===== config.mk =====
export PLATFORM = sky130hd
export DESIGN_NAME = uart_tx_ctrl_flat
export DESIGN_NICKNAME = d
export VERILOG_FILES = /design/src/rtl/uart_tx_pkg.sv /design/src/rtl/uart_tx_ctrl_if.sv /design/src/rtl/uart_tx_serializer.sv /design/src/rtl/uart_tx_ctrl.sv /design/src/flat_wrapper.sv
export SDC_FILE = /design/constraint.sdc
export NUM_CORES = 1
export LEC_CHECK = 0
export ABC_AREA = 1
export CAP_MARGIN = 30
export CORE_ASPECT_RATIO = 1.4
export CORE_MARGIN = 2
export CORE_UTILIZATION = 47
export CTS_BUF_LIST = sky130_fd_sc_hd__clkbuf_8
export DETAILED_ROUTE_END_ITERATION = 8
export GPL_TIMING_DRIVEN = 1
export PLACE_DENSITY = 0.77
export RECOVER_POWER = 25
export SYNTH_ARGS = -nofsm -noshare
export SYNTH_HDL_FRONTEND = slang
export SYNTH_HIERARCHICAL = 1
export SYNTH_SLANG_ARGS = --single-unit

===== constraint.sdc =====
create_clock -name clk -period 1.92 [get_ports clk]
set_input_delay 0.384 -clock clk [delete_from_list [all_inputs] [get_ports clk]]
set_output_delay 0.384 -clock clk [all_outputs]
set_load 0.03 [all_outputs]

===== src/rtl/uart_tx_pkg.sv =====
// Shared types and line levels for the UART transmit frame controller.
package uart_tx_pkg;

    typedef enum logic [2:0] {
        IDLE,
        START,
        DATA,
        PARITY,
        STOP
    } tx_state_t;

    localparam logic START_BIT = 1'b0;
    localparam logic STOP_BIT  = 1'b1;
    localparam logic IDLE_LVL  = 1'b1;

endpackage


===== src/rtl/uart_tx_ctrl_if.sv =====
// Payload request / serial line bundle between the parity calculator side and the TX controller.
interface uart_tx_ctrl_if #(
    parameter int DATA_WIDTH = 8
);
    logic [DATA_WIDTH-1:0] P_DATA;
    logic                  Data_Valid;
    logic                  PAR_EN;
    logic                  par_bit;
    logic                  TX_OUT;
    logic                  Busy;

    modport master (
        output P_DATA,
        output Data_Valid,
        output PAR_EN,
        output par_bit,
        input  TX_OUT,
        input  Busy
    );

    modport slave (
        input  P_DATA,
        input  Data_Valid,
        input  PAR_EN,
        input  par_bit,
        output TX_OUT,
        output Busy
    );

endinterface


===== src/rtl/uart_tx_serializer.sv =====
// Payload shift register with bit counter; next_bit lets the controller register TX_OUT one cycle ahead.
module uart_tx_serializer #(
    parameter int DATA_WIDTH = 8
) (
    input  logic                  clk,
    input  logic                  rst,
    input  logic                  load,
    input  logic                  shift_en,
    input  logic [DATA_WIDTH-1:0] data,
    output logic                  cur_bit,
    output logic                  next_bit,
    output logic                  ser_done
);

    localparam int CNT_W = $clog2(DATA_WIDTH);

    logic [DATA_WIDTH-1:0] shift_q;
    logic [CNT_W-1:0]      cnt_q;

    always_ff @(posedge clk or negedge rst) begin
        if (!rst) begin
            shift_q <= '0;
            cnt_q   <= '0;
        end else if (load) begin
            shift_q <= data;
            cnt_q   <= '0;
        end else if (shift_en && !ser_done) begin
            // Saturates at the last bit so the counter can never wrap inside a frame.
            shift_q <= shift_q >> 1;
            cnt_q   <= cnt_q + 1'b1;
        end
    end

    assign cur_bit  = shift_q[0];
    assign next_bit = shift_q[1];
    assign ser_done = (cnt_q == CNT_W'(DATA_WIDTH - 1));

endmodule


===== src/rtl/uart_tx_ctrl.sv =====
// UART transmit frame controller: start, LSB-first data, optional parity, stop; one bit per clk.
//  state  | meaning
//  IDLE   | line high, waiting for Data_Valid
//  START  | start bit on the line, par_bit captured at its closing edge
//  DATA   | payload bits LSB-first, DATA_WIDTH cycles
//  PARITY | captured parity bit on the line
//  STOP   | stop bit; Data_Valid here chains straight into the next frame
module uart_tx_ctrl
    import uart_tx_pkg::*;
#(
    parameter int DATA_WIDTH = 8
) (
    input  logic           clk,
    input  logic           rst,
    uart_tx_ctrl_if.slave  bus
);

    tx_state_t state_q, state_d;

    logic load;
    logic shift_en;
    logic par_cap;
    logic latch_en;
    logic tx_d, tx_q;
    logic busy_d, busy_q;
    logic par_q;
    logic par_en_q;
    logic cur_bit;
    logic next_bit;
    logic ser_done;

    uart_tx_serializer #(
        .DATA_WIDTH (DATA_WIDTH)
    ) u_ser (
        .clk      (clk),
        .rst      (rst),
        .load     (load),
        .shift_en (shift_en),
        .data     (bus.P_DATA),
        .cur_bit  (cur_bit),
        .next_bit (next_bit),
        .ser_done (ser_done)
    );

    always_ff @(posedge clk or negedge rst) begin
        if (!rst) begin
            state_q  <= IDLE;
            tx_q     <= IDLE_LVL;
            busy_q   <= 1'b0;
            par_q    <= 1'b0;
            par_en_q <= 1'b0;
        end else begin
            state_q <= state_d;
            tx_q    <= tx_d;
            busy_q  <= busy_d;
            if (par_cap) begin
                par_q <= bus.par_bit;
            end
            if (latch_en) begin
                par_en_q <= bus.PAR_EN;
            end
        end
    end

    // Outputs are registered from the next state, so every branch states the line level for next cycle.
    always_comb begin
        state_d  = state_q;
        load     = 1'b0;
        shift_en = 1'b0;
        par_cap  = 1'b0;
        latch_en = 1'b0;
        tx_d     = IDLE_LVL;
        busy_d   = 1'b1;
        case (state_q)
            IDLE: begin
                busy_d = 1'b0;
                if (bus.Data_Valid) begin
                    state_d  = START;
                    load     = 1'b1;
                    latch_en = 1'b1;
                    tx_d     = START_BIT;
                    busy_d   = 1'b1;
                end
            end
            START: begin
                state_d = DATA;
                par_cap = 1'b1;
                tx_d    = cur_bit;
            end
            DATA: begin
                if (ser_done) begin
                    if (par_en_q) begin
                        state_d = PARITY;
                        tx_d    = par_q;
                    end else begin
                        state_d = STOP;
                        tx_d    = STOP_BIT;
                    end
                end else begin
                    shift_en = 1'b1;
                    tx_d     = next_bit;
                end
            end
            PARITY: begin
                state_d = STOP;
                tx_d    = STOP_BIT;
            end
            STOP: begin
                if (bus.Data_Valid) begin
                    state_d  = START;
                    load     = 1'b1;
                    latch_en = 1'b1;
                    tx_d     = START_BIT;
                end else begin
                    state_d = IDLE;
                    tx_d    = IDLE_LVL;
                    busy_d  = 1'b0;
                end
            end
            default: begin
                state_d = IDLE;
                busy_d  = 1'b0;
            end
        endcase
    end

    assign bus.TX_OUT = tx_q;
    assign bus.Busy   = busy_q;

endmodule

===== src/flat_wrapper.sv =====
// flat-port wrapper written by rule: the top's interface ports become plain ports
module uart_tx_ctrl_flat import uart_tx_pkg::*;
#(
    parameter int DATA_WIDTH = 8
)
  (clk, rst, bus_P_DATA, bus_Data_Valid, bus_PAR_EN, bus_par_bit, bus_TX_OUT, bus_Busy);
  uart_tx_ctrl_if #(.DATA_WIDTH(DATA_WIDTH)) bus_i ();
  input  logic clk;
  input  logic rst;
  input wire logic [$bits(bus_i.P_DATA)-1:0] bus_P_DATA;
  input wire logic [$bits(bus_i.Data_Valid)-1:0] bus_Data_Valid;
  input wire logic [$bits(bus_i.PAR_EN)-1:0] bus_PAR_EN;
  input wire logic [$bits(bus_i.par_bit)-1:0] bus_par_bit;
  output wire logic [$bits(bus_i.TX_OUT)-1:0] bus_TX_OUT;
  output wire logic [$bits(bus_i.Busy)-1:0] bus_Busy;
  assign bus_i.P_DATA = bus_P_DATA;
  assign bus_i.Data_Valid = bus_Data_Valid;
  assign bus_i.PAR_EN = bus_PAR_EN;
  assign bus_i.par_bit = bus_par_bit;
  assign bus_TX_OUT = bus_i.TX_OUT;
  assign bus_Busy = bus_i.Busy;
  uart_tx_ctrl #(.DATA_WIDTH(DATA_WIDTH)) u_core (.clk(clk), .rst(rst), .bus(bus_i));
endmodule

Word-level counts from Yosys, hierarchy flattened
Cells that the tools add are included.

operators by class
  shift-type cells = 0
  divide/modulo/power cells = 0
  bitwise gates (word level) = 0
  $mul = 0
  reduce and logical (&&, ||, !) cells = 7
  multiplexer cells = 19
  $add $sub $neg = 1
  magnitude comparators = 0
  equal/unequal tests = 7

operators by type and width
  kind                                                  number
  two-way mux 8 bit                                     2
  two-way mux 3 bit                                     5
  case mux 3 bit (5 select lines)                       1
  two-way mux 1 bit                                     9
  equality test 3 x 2 -> 1 bit (second input constant)  2
  equality test 3 bit (second input constant)           2
  != test 2 bit (second input constant)                 2
  adder 3 x 1 -> 3 bit (second input constant)          1
  equality test 3 x 1 -> 1 bit (second input constant)  1
  logical NOT 3 bit                                     1
  case mux 1 bit (3 select lines)                       1
  OR reduction 3 bit                                    1
  case mux 1 bit (2 select lines)                       1
  AND reduction 2 bit                                   1
  nonzero test 2 bit                                    1
  OR reduction 2 bit                                    1
  logical AND 1 bit                                     1
  logical NOT 1 bit                                     1

storage, ports and cells
  memories kept = 0
  latch bits = 0
  logic and storage cells = 41
  memory bits (read-only) = 0
  output and inout bits = 2
  RAM bits = 0
  bits in registers = 18
  input port bits = 13

Logic depth before layout (Yosys ltp)
Gate-level depths: netlist of run 1.

  depth after elaboration = 6
  gate-level depth with buffers = 10
  depth with buffers taken out = 9

Modules after synthesis
The synthesis of run 1 kept the hierarchy.

modules (own cells, without submodules)
  module              cells each  area an instance (um2)  instances
  uart_tx_serializer  78          611.8                   1
  uart_tx_ctrl        46          365.4                   1

Worst setup path before layout of run 1
No wires, ideal clock.

  path kind = register to register
  start = register u_core.u_ser.cnt_q[0]
  end = register u_core.u_ser.cnt_q[1]
  arrival = 1.366 ns
  clock period less this slack = 1.484 ns
  stages on the path, launching flop included = 10
  library setup time = 0.117 ns
  buffers on the path = 1
  path slack = 0.436 ns
  path through = dfrtp_1 -> ha_1 -> ha_1 -> inv_1 -> nand3_2 -> inv_1 -> nand2_1 -> buf_2 -> nand3_1 -> nand2_1

on the way
  cells in the longest elaborated chain, start to end = 5
  elaborated cells on any way between the ends = 9
  classes of those cells = add/sub (1); eq/ne (1); mux (4); reduce/logical (3)

RTL lines
  what                                 RTL line                  text
  start, declared                      uart_tx_serializer.sv:18  logic [CNT_W-1:0] cnt_q;
  start signal, assigned               uart_tx_serializer.sv:30  cnt_q <= cnt_q + 1'b1;
  equality test 3 bit                  uart_tx_serializer.sv:36  assign ser_done = (cnt_q == CNT_W'(DATA_WIDTH - 1));
  via u_core.ser_done                  uart_tx_ctrl.sv:30        logic ser_done;
  two-way mux 1 bit                    uart_tx_ctrl.sv:91        if (ser_done) begin
  two-way mux 1 bit                    uart_tx_ctrl.sv:74        case (state_q)
  via u_core.shift_en                  uart_tx_ctrl.sv:21        logic shift_en;
  logical AND 1 bit                    uart_tx_serializer.sv:27  end else if (shift_en && !ser_done) begin
  nonzero test 2 bit (no source line)  n/a

The timed path passes the listed nets, and every way through them passes these cells. The select of a mux whose other input is x is not followed.
A chain may end at the register's enable or synchronous reset.

Final worst setup path of run 1
  start = register u_core.tx_q (netlist: u_core/bus.TX_OUT)
  end = output bus_TX_OUT

RTL lines
  what                    RTL line            text
  start, declared         uart_tx_ctrl.sv:24  logic tx_d, tx_q;
  start signal, assigned  uart_tx_ctrl.sv:54  tx_q <= tx_d;
  end, declared           flat_wrapper.sv:14  output wire logic [$bits(bus_i.TX_OUT)-1:0] bus_TX_OUT;

No word-level cell between the ends.

==> results of run 1 <==
## layer usage
| layer | part of all wire, % | wire [um] |
|---|---|---|
| met2 | 53 | 970 |
| met1 | 42 | 781 |
| met5 | 0 | 0 |
| met4 | 0.54 | 10 |
| met3 | 4.1 | 76 |
## through the flow
| step | cells | total power, mW | utilization (%) |
|---|---|---|---|
| 2_1_floorplan | 124 | 1.34 | - |
| 3_3_place_gp | 159 | 1.50 | 57.3 |
| 3_5_place_dp | 159 | 1.53 | 57.3 |
| 4_1_cts | 163 | 1.84 | 60.1 |
| 5_1_grt | 163 | 1.98 | 60.2 |
| 6_report | 163 | 1.84 | 60.2 |
## synth_stat cells, drive strengths merged
cell type | count | area, sq um
nand3 | 18 | 95.1
nand2 | 55 | 226
or2 | 1 | 6.26
dfrtp | 17 | 425
nand3b | 1 | 7.51
buf | 4 | 43.8
nor3 | 1 | 5.00
inv | 11 | 46.3
ha | 2 | 25.0
a21oi | 1 | 8.76
o21ai | 5 | 25.0
dfstp | 1 | 26.3
nor2 | 7 | 36.3
## flip-flops by register name, indices dropped and copies added, names as in the netlist
name	flops
u_core/u_ser/shift_q	8
u_core/state_q	3
u_core/u_ser/cnt_q	3
u_core/bus.Busy	1
u_core/bus.TX_OUT	1
u_core/par_en_q	1
u_core/par_q	1
## area by class of cell
class / instances / area [sq um]
clock buffers: 4 / 55.1
flip-flops and latches: 18 / 452
well taps: 21 / 26.3
multi-input cells: 91 / 438
inverters: 11 / 46.3
repair buffers: 18 / 170
fillers: 187 / 786
## how the worst max path moves through the flow
| stage | start | to | slack, ns | cells past startpoint |
|---|---|---|---|---|
| 4_1_cts | u_core/bus.TX_OUT$_DFF_PN1_ | bus_TX_OUT | 0.11 | 1 |
| 3_5_place_dp | u_core/u_ser/cnt_q[0]$_DFFE_PN0P_ | u_core/u_ser/shift_q[5]$_DFFE_PN0P_ | 0.16 | 9 |
| 3_3_place_gp | u_core/u_ser/cnt_q[0]$_DFFE_PN0P_ | u_core/u_ser/shift_q[5]$_DFFE_PN0P_ | 0.26 | 9 |
| 5_1_grt | u_core/u_ser/cnt_q[0]$_DFFE_PN0P_ | u_core/u_ser/shift_q[6]$_DFFE_PN0P_ | 0.02 | 9 |
| 6_report | u_core/bus.TX_OUT$_DFF_PN1_ | bus_TX_OUT | 0.12 | 1 |
| 2_1_floorplan | u_core/u_ser/cnt_q[0]$_DFFE_PN0P_ | u_core/u_ser/cnt_q[1]$_DFFE_PN0P_ | 0.44 | 9 |
## repair_timing
| item | CTS | global route |
|---|---|---|
| endpoints found under the setup margin | 0 | 6 |
| setup buffers | 0 | 0 |
| gates resized for setup | 0 | 1 |
## power breakdown
part	leakage, nW	switching (mW)	internal [mW]	total, mW
sequential	0.228	0.120	0.554	0.674
clock	0.0288	0.122	0.182	0.304
combinational	0.372	0.530	0.328	0.858
total	0.629	0.772	1.06	1.84
## cells by family (layout without fill, tap and decap cells)
group	Yosys count	count (layout)	share of synthesized area (%)
AOI/OAI and AO/OA	6	6	3.46
adders and majority gates	2	2	2.56
and+or+nand+nor	83	83	38.5
buffers and inverters	15	33	9.22
DFF	18	18	46.2
## cells in the final DEF, fill, tap and decap left out
master,instances
nand2_1,46
nand3_1,17
dfrtp_1,17
clkdlybuf4s50_1,13
inv_1,9
nand2_2,9
nor2_1,5
clkbuf_8,4
o21ai_0,4
buf_4,4
ha_1,2
dlygate4sd3_1,1
inv_2,1
nor3_1,1
or2_2,1
nor2_2,1
nor2_4,1
nand3_2,1
nand3b_1,1
a21oi_2,1
o21ai_1,1
dfstp_2,1
inv_6,1
==> results.yml, run 1 <==
placement:
  place_hpwl_um: 1390
  port_buffers: 14
  place_ws_ns: 0.161
  place_area_sq_mm: 0.00113
  routabilityCongestion: 0.846
clock_tree:
  ctsRootBufferMaster: "clkbuf_8"
  postCtsHoldBufs: 0
  cts.htree.levels: 1
  cts_buffer_depth: 2
  cts_tree: "built"
  cts.sinks: 18
  cts_buffers: 3
  clock_latency_ns: 0.25
  clk_pin_slew_ns: 0.07
run_status:
  status: "finished clean"
sta:
  slew_violations: 0
  relSlewSlack_pct: 70.1
  rsz0062_at_grt: "false"
  fmax_ghz: 0.556
  setup_viol: 0
  fin_ws_ns: 0.121
  setup_tns_ns: 0
  skew_ns: 0.00201
  hold_violations: 0
  finalCritPeriodShare_pct: 93.7
  holdWs_ns: 0.497
  max_slew.worst_pin.slew_ns: 0.446
  period_needed_ns: 1.80
global_route:
  grt_util_met2_pct: 30.5
  grt_max_degree: 22
  grtUsageMet3_pct: 2.80
  grt_overflow: 0
  grt_pass1_wl_um: 3130
  grt.busiest_layer: "met2"
  antenna_found_initial: 0
  grt_pass1_vias: 808
  gr-usage-met1_pct: 18.2
  grtUsageTotal_pct: 16.6
run:
  maxCapViolCount: 0
power:
  ir_drop_v: 0.000823
  power.leakage_nw: 0.629
  p_per_area_mw_per_mm2: 1550
floorplan:
  core_area_sq_mm: 0.00197
  ios: 15
  die_w_um: 42.5
  die-area_sq_mm: 0.00246
  initial_utilization_pct: 49.5
  num_rows: 19
  die_h_um: 58.0
critical_path:
  crit_family: "buffers and inverters"
  worst-r2r-cell-count: 9
  worstReg2RegStart: "u_core/u_ser/cnt_q[0]$_DFFE_PN0P_"
  cp_num_buf_inv: 1
  worstPathCellList: "clkdlybuf4s50_1"
  arrival_ns: 1.42
  worstSetupPathType: "reg -> out"
  crit_required_ns: 1.54
  crit_fanout: 1
  r2r_slack_ns: 0.17
  slowest_delay_ns: 0.66
  end_kind: "output port"
  critical_path.startpoint_type: "register"
  slowest_stage: "clkdlybuf4s50_1"
  worstReg2RegEnd: "u_core/u_ser/cnt_q[0]$_DFFE_PN0P_"
synth:
  synthCells: 124
  syn-num-nets: 139
  synth_area_sq_um: 977
  seq_area_frac_synth_pct: 46.2
  yosys_register_bits: 18
  avgSynthCellArea_sq_um: 7.88
  ys_warn_count: 6
  synthDistinctLibCells: 23
finish:
  final_nets: 158
  finalInstanceArea_sq_mm: 0.00119
  antenna_cells: 0
  drive_gt1_share_pct: 17.6
  area.growth.synth_to_final_pct: 21.5
drt:
  via_per_inst: 5.01
  finalWirelength_um: 1840
  vias: 817
  drtPass1Iterations: 4
  drt-initial-drc-count: 16
  ant_nets: 0
  drc: 0
  detail_route.wl_per_cell_um: 11.3
hold_path:
  holdCritPathClass: "reg -> reg"
  hold_start: "u_core/par_q$_DFFE_PN0N_"
  holdPathEnd: "u_core/par_q$_DFFE_PN0N_"
  hold_depth: 2
Power figures use the tool's default switching activity.
==> inputs of run 2 (changes only) <==
CORE_MARGIN = 1.5   (was 2)
==> results.yml, run 2 (synthesized netlist as in run 1, its figures left out) <==
finish:
  final_nets: 157
  biggestRegsByFlops: "u_core/u_ser/shift_q x8, u_core/state_q x3, u_core/u_ser/cnt_q x3"
  final_common_cell: "nand2_1"
  final_util_pct: 59.1
  fill_cells: 171
  area.growth.synth_to_final_pct: 19.3
  drive_gt1_share_pct: 15.6
  largest_register_ffs: 8
  antenna_cells: 0
  top_register: "u_core/u_ser/shift_q"
  layout_common_cells: "nand2_1 (46), nand3_1 (17), dfrtp_1 (17)"
clock_tree:
  clock_latency_ns: 0.25
  cts_tree: "built"
  cts.htree.levels: 1
  cts.sinks: 18
  cts_buffers: 3
  clk_pin_slew_ns: 0.06
  postCtsHoldBufs: 0
  ctsRootBufferMaster: "clkbuf_8"
  cts_buffer_depth: 2
drt:
  drc: 0
  via_per_inst: 5.09
  finalWirelength_um: 1710
  ant_nets: 0
  drtPass1Iterations: 4
  vias: 825
  drt-initial-drc-count: 8
  detail_route.wl_per_cell_um: 10.6
sta:
  setup_viol: 0
  period_needed_ns: 1.80
  rsz0062_at_grt: "false"
  relSlewSlack_pct: 36.9
  hold_violations: 0
  fmax_ghz: 0.555
  finalCritPeriodShare_pct: 93.9
  slew_violations: 0
  skew_ns: 0.00277
  setup_tns_ns: 0
  max_slew.worst_pin.slew_ns: 0.947
floorplan:
  die-area_sq_mm: 0.00237
  die_h_um: 57.0
  initial_utilization_pct: 49.5
  die_w_um: 41.5
  core_area_sq_mm: 0.00197
  ios: 15
  num_rows: 19
global_route:
  grt_max_degree: 22
  grtUsageTotal_pct: 17.0
  grt_pass1_vias: 812
  grt_pass1_wl_um: 3230
  grt_overflow: 0
  antenna_found_initial: 0
power:
  power.leakage_nw: 0.618
  swShare_pct: 42.7
  total_power_mw: 1.78
  power_switching_uw: 761
  p_int_mw: 1.02
  p_comb_share_pct: 47.4
  p_per_area_mw_per_mm2: 1530
  clkPwrFrac_pct: 14.6
  ir_drop_v: 0.000781
  pwr-share-seq_pct: 38.0
run:
  maxCapViolCount: 0
critical_path:
  slowest_delay_ns: 0.65
  critical_path.startpoint_type: "register"
  crit_required_ns: 1.54
  slowest_stage: "clkdlybuf4s50_1"
  cp_num_buf_inv: 1
  worstPathCellList: "clkdlybuf4s50_1"
  end_kind: "output port"
  worstSetupPathType: "reg -> out"
  arrival_ns: 1.42
  crit_fanout: 1
  crit_family: "buffers and inverters"
placement:
  routabilityCongestion: 0.841
  port_buffers: 14
  place_hpwl_um: 1320
hold_path:
  holdCritPathClass: "reg -> reg"
run_status:
  status: "finished clean"
## run 2: repair_timing
action                                  in CTS  in global routing
endpoints found under the setup margin       0                  1
gates resized for setup                      0                  1
buffers inserted                             0                  0
## run 2: cell type report
class | instances | area, sq um | area share, %
Clock buffer | 3 | 41.3 | 3.54
Tap cell | 21 | 26.3 | 2.25
Multi-Input combinational cell | 91 | 438 | 37.6
Clock inverter | 1 | 3.75 | 0.322
Sequential cell | 18 | 452 | 38.7
Timing Repair Buffer | 17 | 159 | 13.6
Inverter | 11 | 46.3 | 3.97
## run 2: worst paths after layout
kind | slack, ns | depth (start not counted) | start | to
max | 0.12 | 1 | u_core/bus.TX_OUT$_DFF_PN1_ | bus_TX_OUT
min | 0.51 | 2 | u_core/par_q$_DFFE_PN0N_ | u_core/par_q$_DFFE_PN0N_
max reg2reg | 0.18 | 9 | u_core/u_ser/cnt_q[0]$_DFFE_PN0P_ | u_core/u_ser/shift_q[6]$_DFFE_PN0P_
min reg2reg | 0.51 | 2 | u_core/par_q$_DFFE_PN0N_ | u_core/par_q$_DFFE_PN0N_
max in group asynchronous | 0.56 | 2 | rst | u_core/u_ser/shift_q[0]$_DFFE_PN0P_
min in group asynchronous | 0.79 | 2 | rst | u_core/u_ser/shift_q[5]$_DFFE_PN0P_
## run 2: layer usage
metal  wire length, um  track usage (%)  part of all wire, %  vias to the layer above
li1                  -                -                    -                      421
met1               742             21.5                   43                      376
met2               853             28.8                   50                       22
met3                66             1.27                  3.9                        6
met4                51             9.22                  3.0                        0
met5                 0                0                    0                        -
## run 2: power groups by stage
stage / sequential (mW) / clock [mW] / combinational [mW]
floorplan: 0.699 / 0 / 0.645
CTS: 0.678 / 0.272 / 0.850
finish: 0.676 / 0.261 / 0.845
detailed placement: 0.686 / 0 / 0.843
global route: 0.698 / 0.280 / 0.974
global placement: 0.674 / 0 / 0.821
## run 2: through the flow
step	std cells	instance area, sq um	hold slack, ns	setup WS (ns)
after CTS	162	1170	0.464	0.104
after floorplan	124	977	0.0884	0.436
final	162	1170	0.507	0.118
after detailed placement	158	1120	0.500	0.181
after global routing	162	1170	0.552	0.0233
after global placement	158	1120	0.473	0.269
